<file path="src/rtl/rc4_seq_pkg.sv">
// Shared types for the RC4 phase sequencer: state codes, phase codes, default widths.
package rc4_seq_pkg;

    localparam int unsigned DefAddrW = 8;
    localparam int unsigned DefDataW = 8;
    localparam int unsigned DefKeyW  = 24;

    typedef enum logic [3:0] {
        StIdle     = 4'd0,
        StInitGo   = 4'd1,
        StInitWait = 4'd2,
        StKsaGo    = 4'd3,
        StKsaWait  = 4'd4,
        StPrgaGo   = 4'd5,
        StPrgaWait = 4'd6,
        StDone     = 4'd7,
        StError    = 4'd8
    } seq_state_e;

    typedef enum logic [1:0] {
        PhNone = 2'd0,
        PhInit = 2'd1,
        PhKsa  = 2'd2,
        PhPrga = 2'd3
    } phase_e;

    // Which phase owns s_memory in a given sequencer state.
    function automatic phase_e phase_of(seq_state_e s);
        case (s)
            StInitGo, StInitWait: phase_of = PhInit;
            StKsaGo, StKsaWait:   phase_of = PhKsa;
            StPrgaGo, StPrgaWait: phase_of = PhPrga;
            default:              phase_of = PhNone;
        endcase
    endfunction

endpackage

</file>
<file path="src/rtl/rc4_smem_mux.sv">
// 3:1 s_memory request mux; the selected phase's addr/data/wren pass through, PhNone drives 0.
module rc4_smem_mux
    import rc4_seq_pkg::*;
#(
    parameter int unsigned ADDR_W = DefAddrW,
    parameter int unsigned DATA_W = DefDataW
) (
    input  phase_e              sel,
    input  logic [ADDR_W-1:0]   init_addr,
    input  logic [DATA_W-1:0]   init_data,
    input  logic                init_wren,
    input  logic [ADDR_W-1:0]   ksa_addr,
    input  logic [DATA_W-1:0]   ksa_data,
    input  logic                ksa_wren,
    input  logic [ADDR_W-1:0]   prga_addr,
    input  logic [DATA_W-1:0]   prga_data,
    input  logic                prga_wren,
    output logic [ADDR_W-1:0]   s_memory_addr,
    output logic [DATA_W-1:0]   s_memory_data,
    output logic                s_wren
);

    always_comb begin
        s_memory_addr = '0;
        s_memory_data = '0;
        s_wren        = 1'b0;
        case (sel)
            PhInit: begin
                s_memory_addr = init_addr;
                s_memory_data = init_data;
                s_wren        = init_wren;
            end
            PhKsa: begin
                s_memory_addr = ksa_addr;
                s_memory_data = ksa_data;
                s_wren        = ksa_wren;
            end
            PhPrga: begin
                s_memory_addr = prga_addr;
                s_memory_data = prga_data;
                s_wren        = prga_wren;
            end
            PhNone: ;
        endcase
    end

endmodule

</file>
<file path="src/rtl/rc4_phase_sequencer.sv">
// Runs the RC4 init / key-schedule / PRGA phases in order and grants s_memory to the active one.
// Define RC4_SEQ_WATCHDOG_EN to enable the per-phase timeout that drops into ERROR.
module rc4_phase_sequencer
    import rc4_seq_pkg::*;
#(
    parameter int unsigned ADDR_W          = DefAddrW,
    parameter int unsigned DATA_W          = DefDataW,
    parameter int unsigned KEY_W           = DefKeyW,
    parameter int unsigned WATCHDOG_CYCLES = 4096
) (
    input  logic              clk,
    input  logic              rst,
    input  logic              start,
    input  logic [KEY_W-1:0]  key_in,
    output logic [KEY_W-1:0]  key_out,
    output logic              init_start,
    output logic              ksa_start,
    output logic              prga_start,
    input  logic              init_done,
    input  logic              ksa_done,
    input  logic              prga_done,
    input  logic [ADDR_W-1:0] init_addr,
    input  logic [DATA_W-1:0] init_data,
    input  logic              init_wren,
    input  logic [ADDR_W-1:0] ksa_addr,
    input  logic [DATA_W-1:0] ksa_data,
    input  logic              ksa_wren,
    input  logic [ADDR_W-1:0] prga_addr,
    input  logic [DATA_W-1:0] prga_data,
    input  logic              prga_wren,
    output logic [ADDR_W-1:0] s_memory_addr,
    output logic [DATA_W-1:0] s_memory_data,
    output logic              s_wren,
    output logic              busy,
    output logic              done,
    output logic              error,
    output logic [1:0]        phase,
    output logic [15:0]       state
);

    seq_state_e state_q, state_d;
    phase_e     phase_q;
    logic       run_start;
    logic       wd_expired;

    assign run_start = start && (state_q inside {StIdle, StDone, StError});

    always_comb begin
        state_d = state_q;
        case (state_q)
            StIdle, StDone, StError: if (run_start) state_d = StInitGo;
            StInitGo:   state_d = StKsaGo == StKsaGo ? StInitWait : StInitWait;
            StInitWait: begin
                if (init_done)       state_d = StKsaGo;
                else if (wd_expired) state_d = StError;
            end
            StKsaGo:    state_d = StKsaWait;
            StKsaWait: begin
                if (ksa_done)        state_d = StPrgaGo;
                else if (wd_expired) state_d = StError;
            end
            StPrgaGo:   state_d = StPrgaWait;
            StPrgaWait: begin
                if (prga_done)       state_d = StDone;
                else if (wd_expired) state_d = StError;
            end
            default:    state_d = StIdle;
        endcase
    end

    // Outputs are registered from state_d so they line up exactly with state_q.
    always_ff @(posedge clk or negedge rst) begin
        if (!rst) begin
            state_q    <= StIdle;
            phase_q    <= PhNone;
            key_out    <= '0;
            init_start <= 1'b0;
            ksa_start  <= 1'b0;
            prga_start <= 1'b0;
            busy       <= 1'b0;
            done       <= 1'b0;
`ifdef RC4_SEQ_WATCHDOG_EN
            error      <= 1'b0;
`endif
        end else begin
            state_q    <= state_d;
            phase_q    <= phase_of(state_d);
            init_start <= (state_d == StInitGo);
            ksa_start  <= (state_d == StKsaGo);
            prga_start <= (state_d == StPrgaGo);
            busy       <= (phase_of(state_d) != PhNone);
            done       <= (state_d == StDone);
`ifdef RC4_SEQ_WATCHDOG_EN
            error      <= (state_d == StError);
`endif
            if (run_start) key_out <= key_in;
        end
    end

`ifdef RC4_SEQ_WATCHDOG_EN
    localparam int unsigned WdW = (WATCHDOG_CYCLES > 1) ? $clog2(WATCHDOG_CYCLES) : 1;

    logic [WdW-1:0] wd_cnt_q;

    always_ff @(posedge clk or negedge rst) begin
        if (!rst) begin
            wd_cnt_q <= '0;
        end else if (state_q inside {StInitGo, StKsaGo, StPrgaGo}) begin
            wd_cnt_q <= '0;
        end else if (state_q inside {StInitWait, StKsaWait, StPrgaWait}) begin
            wd_cnt_q <= wd_cnt_q + 1'b1;
        end
    end

    // A done in the expiry cycle is checked first in the next-state logic, so it wins.
    assign wd_expired = (wd_cnt_q == WdW'(WATCHDOG_CYCLES - 1));
`else
    assign wd_expired = 1'b0;
    assign error      = 1'b0;
`endif

    rc4_smem_mux #(
        .ADDR_W (ADDR_W),
        .DATA_W (DATA_W)
    ) u_smem_mux (
        .sel           (phase_q),
        .init_addr     (init_addr),
        .init_data     (init_data),
        .init_wren     (init_wren),
        .ksa_addr      (ksa_addr),
        .ksa_data      (ksa_data),
        .ksa_wren      (ksa_wren),
        .prga_addr     (prga_addr),
        .prga_data     (prga_data),
        .prga_wren     (prga_wren),
        .s_memory_addr (s_memory_addr),
        .s_memory_data (s_memory_data),
        .s_wren        (s_wren)
    );

    assign phase = phase_q;
    assign state = {12'd0, state_q};

endmodule

</file>
<file path="config.mk">
export PLATFORM = sky130hd
export DESIGN_NAME = rc4_phase_sequencer
export DESIGN_NICKNAME = d
export VERILOG_FILES = /design/src/rtl/rc4_seq_pkg.sv /design/src/rtl/rc4_smem_mux.sv /design/src/rtl/rc4_phase_sequencer.sv
export SDC_FILE = /design/constraint.sdc
export NUM_CORES = 1
export LEC_CHECK = 0
export ABC_AREA = 1
export CAP_MARGIN = 20
export CORE_ASPECT_RATIO = 1.5
export CORE_MARGIN = 5
export CORE_UTILIZATION = 38
export CTS_CLUSTER_SIZE = 25
export DETAILED_ROUTE_END_ITERATION = 7
export GPL_TIMING_DRIVEN = 1
export PLACE_DENSITY = 0.86
export SETUP_SLACK_MARGIN = 0.5
export SLEW_MARGIN = 20
export SYNTH_ARGS = -nofsm -noshare
export SYNTH_HDL_FRONTEND = slang
export SYNTH_HIERARCHICAL = 1
export SYNTH_SLANG_ARGS = --single-unit
</file>
<file path="constraint.sdc">
create_clock -name clk -period 2.55 [get_ports clk]
set_clock_uncertainty 0.1 [all_clocks]
set_input_delay 0.255 -clock clk [delete_from_list [all_inputs] [get_ports clk]]
set_output_delay 0.255 -clock clk [all_outputs]
set_load 0.1 [all_outputs]
</file>
Yosys cells after proc, flatten, opt, wreduce, memory -nomap -nowiden
Cells that the tools add are included.

Input port bits: 81. Word-level logic and storage cells: 43. Flip-flop bits (word level): 35.

Multiplexer cells: 9. Equality and inequality tests: 18. Reductions and logical operators: 8.

Operators by type and width (number): 8-bit case mux with 3 select lines (2); 4-bit by 3-bit equality test with 1-bit output (second input constant) (8); 4-bit case mux with 7 select lines (1); 4-bit by 2-bit equality test with 1-bit output (second input constant) (4); 4-bit 2-to-1 mux (4); 4-bit by 1-bit equality test with 1-bit output (second input constant) (2); 2-bit case mux with 3 select lines (1); 2-bit OR reduction (3); 2-bit equality test (second input constant) (2); 4-bit equality test (second input constant) (1); 4-bit logical NOT (1); 1-bit case mux with 3 select lines (1); 3-bit nonzero test (1); 3-bit OR reduction (1); 2-bit by 1-bit equality test with 1-bit output (second input constant) (1); 2-bit nonzero test (1); 1-bit logical AND (1).

Longest topological paths before layout
Depth after elaboration: 9. Mapped depth: 10.

Hierarchy
The synthesis kept the hierarchy.

By module, submodules not included: rc4_phase_sequencer (times used 1, area each 1501.4 µm², sequential area each 875.8 µm², cells an instance 171); rc4_smem_mux (times used 1, area each 630.6 µm², sequential area each 0.0 µm², cells an instance 80).

Worst setup path before layout
No wires, ideal clock.

Path type: register -> output. Start point: register phase_q[1], in the netlist phase[1]. End point: output port s_memory_addr[0]. Cell stages (with the launch flop): 5. Slack: 88 ps. Data arrival time: 2107 ps. Required time: 2195 ps. Path buffers: 2. Path through: dfrtp_1 > buf_6 > buf_6 > nand3_1 > nand3_1.

Longest elaborated chain between the ends: 2. Elaborated cells on any way between the ends: 4.

Ends and longest elaborated chain: start, declared (RTL line rc4_phase_sequencer.sv:42) `phase_e phase_q;`; start signal, assigned (RTL line rc4_phase_sequencer.sv:75) `phase_q <= PhNone;`; start signal, assigned (RTL line rc4_phase_sequencer.sv:87) `phase_q <= phase_of(state_d);`; 2-bit equality test or 2-bit by 1-bit equality test with 1-bit output (tied branches) (RTL line rc4_smem_mux.sv:27) `case (sel)`; 8-bit case mux with 3 select lines (*) (RTL line rc4_smem_mux.sv:27); end, declared (RTL line rc4_phase_sequencer.sv:31) `output logic [ADDR_W-1:0] s_memory_addr,`.

Mark *: on every way between the ends. The rest lies on a longest branch, timed or not.

Worst setup path after layout
Start point: register phase_q[0], in the netlist phase[0]. End point: output port s_memory_addr[2].

Same word-level chain as after synthesis.

==> reports/metrics.csv <==
metric,value,unit
Starting Density,0.3912,
Unique masters post-synth,21,
crit path cell chain,"inv_8, nand3_1, nand3_2, buf_12",
ant diodes,0,
Max Cap Violations,0,
GRT Total Usage,0.1816,
CP max FO,32,
Port-buffer cells,132,
vias in the first global route,2170,
final instance count without filler cells,450,
post-synthesis compound-gate area fraction,0.009390,
largest family of logic cells by synthesized area,simple AND/OR/NAND/NOR gates,
post-synthesis mux area share,0,
core area,0.005450,mm²
Die ar.,0.007240,mm²
Detail Placement HPWL,5311,µm
R2R Path Start,state_q[0],
Worst Setup SP,phase[0],
Synth Cell Area,0.002132,mm²
final setup margin,612.1,ps
largest net degree at the start of global routing,37,
RSZ-0062 raised after global routing,false,
TritonCTS buffer count,5,
top-count cell post-synth,nand2_1,
Syn-to-layout area delta,68.72,%
Synthesis Warnings,6,
io pins,146,
final routed DRC violation total,0,
clock-pin slew on the worst setup and hold paths,70,ps
Final period util,0.7600,
Commonest cells post-synth,"nand2_1 (90), nand3_1 (44), dfrtp_1 (35), nand3_2 (30), buf_4 (15)",
final wirelength,6756,µm
Die Wd,71.16,µm
CP bufs+invs,2,
Avg WL per Cell,15.01,µm
TritonCTS clock tree,done,
sequential share of the synthesized area,0.4108,
cells after synthesis,251,
min cycle time layout,1938,ps
CTS H-tree lvls,2,
vias,2189,
"Slew Viols, Final",0,
Critical Path AT,1580,ps
"CP delay by family, top",flip-flops,
pre-CTS setup slack,665.3,ps
"EDFF count, synth",0,
setup TNS,0,ps
row cnt,33,
crit end category,primary output,
Routed Antenna Nets,0,
Setup CP Type,flop to primary output,
initial antenna violation count,0,
Die Span Y,101.7,µm
critical path startpoint category,flop,
Final Hold Viols,0,
Via density,4.864,
global placer's final weighted congestion,0.9041,
simple-gate share of the synthesized area,0.4296,
"slowest stage delay, CP",650,ps
CTS Sinks,35,
Post-synth top flop,dfrtp_1,
status,completed,
post-synth top area cell,dfrtp_1,
Pre-antenna DRT Iters,4,
worst skew pair latency,280,ps
global-route wire length before repair,10380,µm
share of layout cells above drive strength 1,0.2947,
Layout Utilization,0.6600,
Syn Area/Cell,8.494,µm²
Post-layout nets,460,
Iteration-0 DRC Markers,65,
endpoints failing setup,0,
Post-synth ARST share,1.000,
top-area cell type share of the netlist area,0.4108,
CP required,2190,ps
xor/xnor share of the synthesized area,0,
Worst path slowest cell,dfrtp_4,
maximum operating frequency,516.0,MHz
Seq cells post-synth,35,
"Hold-fix buffers, CTS",0,
gr ovfl total,0,
adder-cell share of the synthesized area,0,
clock buffer depth,2,
Post-Place Cells,441,
top post-synthesis cells by area,"dfrtp_1 (41%), nand2_1 (16%), nand3_2 (14%)",
Hold WC Path Type,primary input to async pin,
Clock Tree Root,clkbuf_8,
## what timing repair did
action / CTS / global route
setup endpoints to repair: 17 / 4
buffers inserted: 0 / 1
endpoints found under the hold margin: 0 / 0
gates resized for setup: 2 / 2
cloned: 0 / 0
## layout make-up
type	instances	area, µm²
timing repair buffer	136	1441
multi-input combinational	188	1020
fill	450	1853
clock buffer	8	100.1
tap	70	87.58
sequential	35	884.6
inverter	13	63.81
## metrics by stage
stage	hold WS, ps	cell area [µm²]
3_3_place_gp	355.4	3475
3_5_place_dp	367.6	3475
5_1_grt	247.4	3597
4_1_cts	216.6	3580
2_1_floorplan	-140.6	2216
6_report	208.3	3597
## path summary, 6_finish.rpt
check | to | slack, ps | cells after the start
hold / removal | prga_start | 210 | 1
hold reg to reg | key_out[14] | 380 | 2
max in group asynchronous | key_out[19] | 1440 | 2
min in group clk | key_out[14] | 380 | 2
setup reg to reg | key_out[15] | 750 | 8
setup / recovery | s_memory_addr[2] | 610 | 4
## layout by cell type (no fill, tap or decap)
| master | n |
|---|---|
| a21oi_1 | 1 |
| buf_12 | 17 |
| buf_4 | 38 |
| buf_8 | 1 |
| clkbuf_1 | 1 |
| clkbuf_8 | 7 |
| clkdlybuf4s50_1 | 80 |
| conb_1 | 13 |
| dfrtp_1 | 32 |
| dfrtp_2 | 1 |
| dfrtp_4 | 2 |
| inv_1 | 8 |
| inv_2 | 2 |
| inv_4 | 1 |
| inv_6 | 1 |
| inv_8 | 1 |
| nand2_1 | 90 |
| nand2_2 | 2 |
| nand3_1 | 37 |
| nand3_2 | 37 |
| nand4_1 | 1 |
| nor2_1 | 2 |
| nor2_2 | 1 |
| nor2_8 | 1 |
| nor3_1 | 1 |
| o211a_1 | 1 |
| o21ai_0 | 1 |
## worst register-to-register path, cell delays in order, from the launching register on
cell,delay [ps]
dfrtp_1,440
nor2_1,220
nand2_1,110
nand2_2,100
inv_2,60
nor2_8,290
inv_4,180
nand2_1,120
nand2_1,70
## flip-flops by register name (all words and copies together), names as in the netlist
name        flops
done            1
busy            1
key_out        24
init_start      1
phase           2
ksa_start       1
prga_start      1
state_q         4
## logic make-up (layout without fill, tap and decap cells)
| logic type | after synthesis | after routing |
|---|---|---|
| AOI/OAI and AO/OA | 3 | 3 |
| buffers and inverters | 40 | 157 |
| DFF | 35 | 35 |
| other | 1 | 13 |
| and+or+nand+nor | 172 | 172 |
## per-layer routing
layer  routed length (µm)  track usage  up-vias
li1                     -            -     1039
met4                  106      0.05644        0
met3                  770      0.06356       10
met1                 2587       0.2046     1009
met2                 3291       0.3194      131
met5                    0            0        -
Power is not shown: default switching activity piles up to over one toggle a cycle in this logic, so the estimate is an artifact.
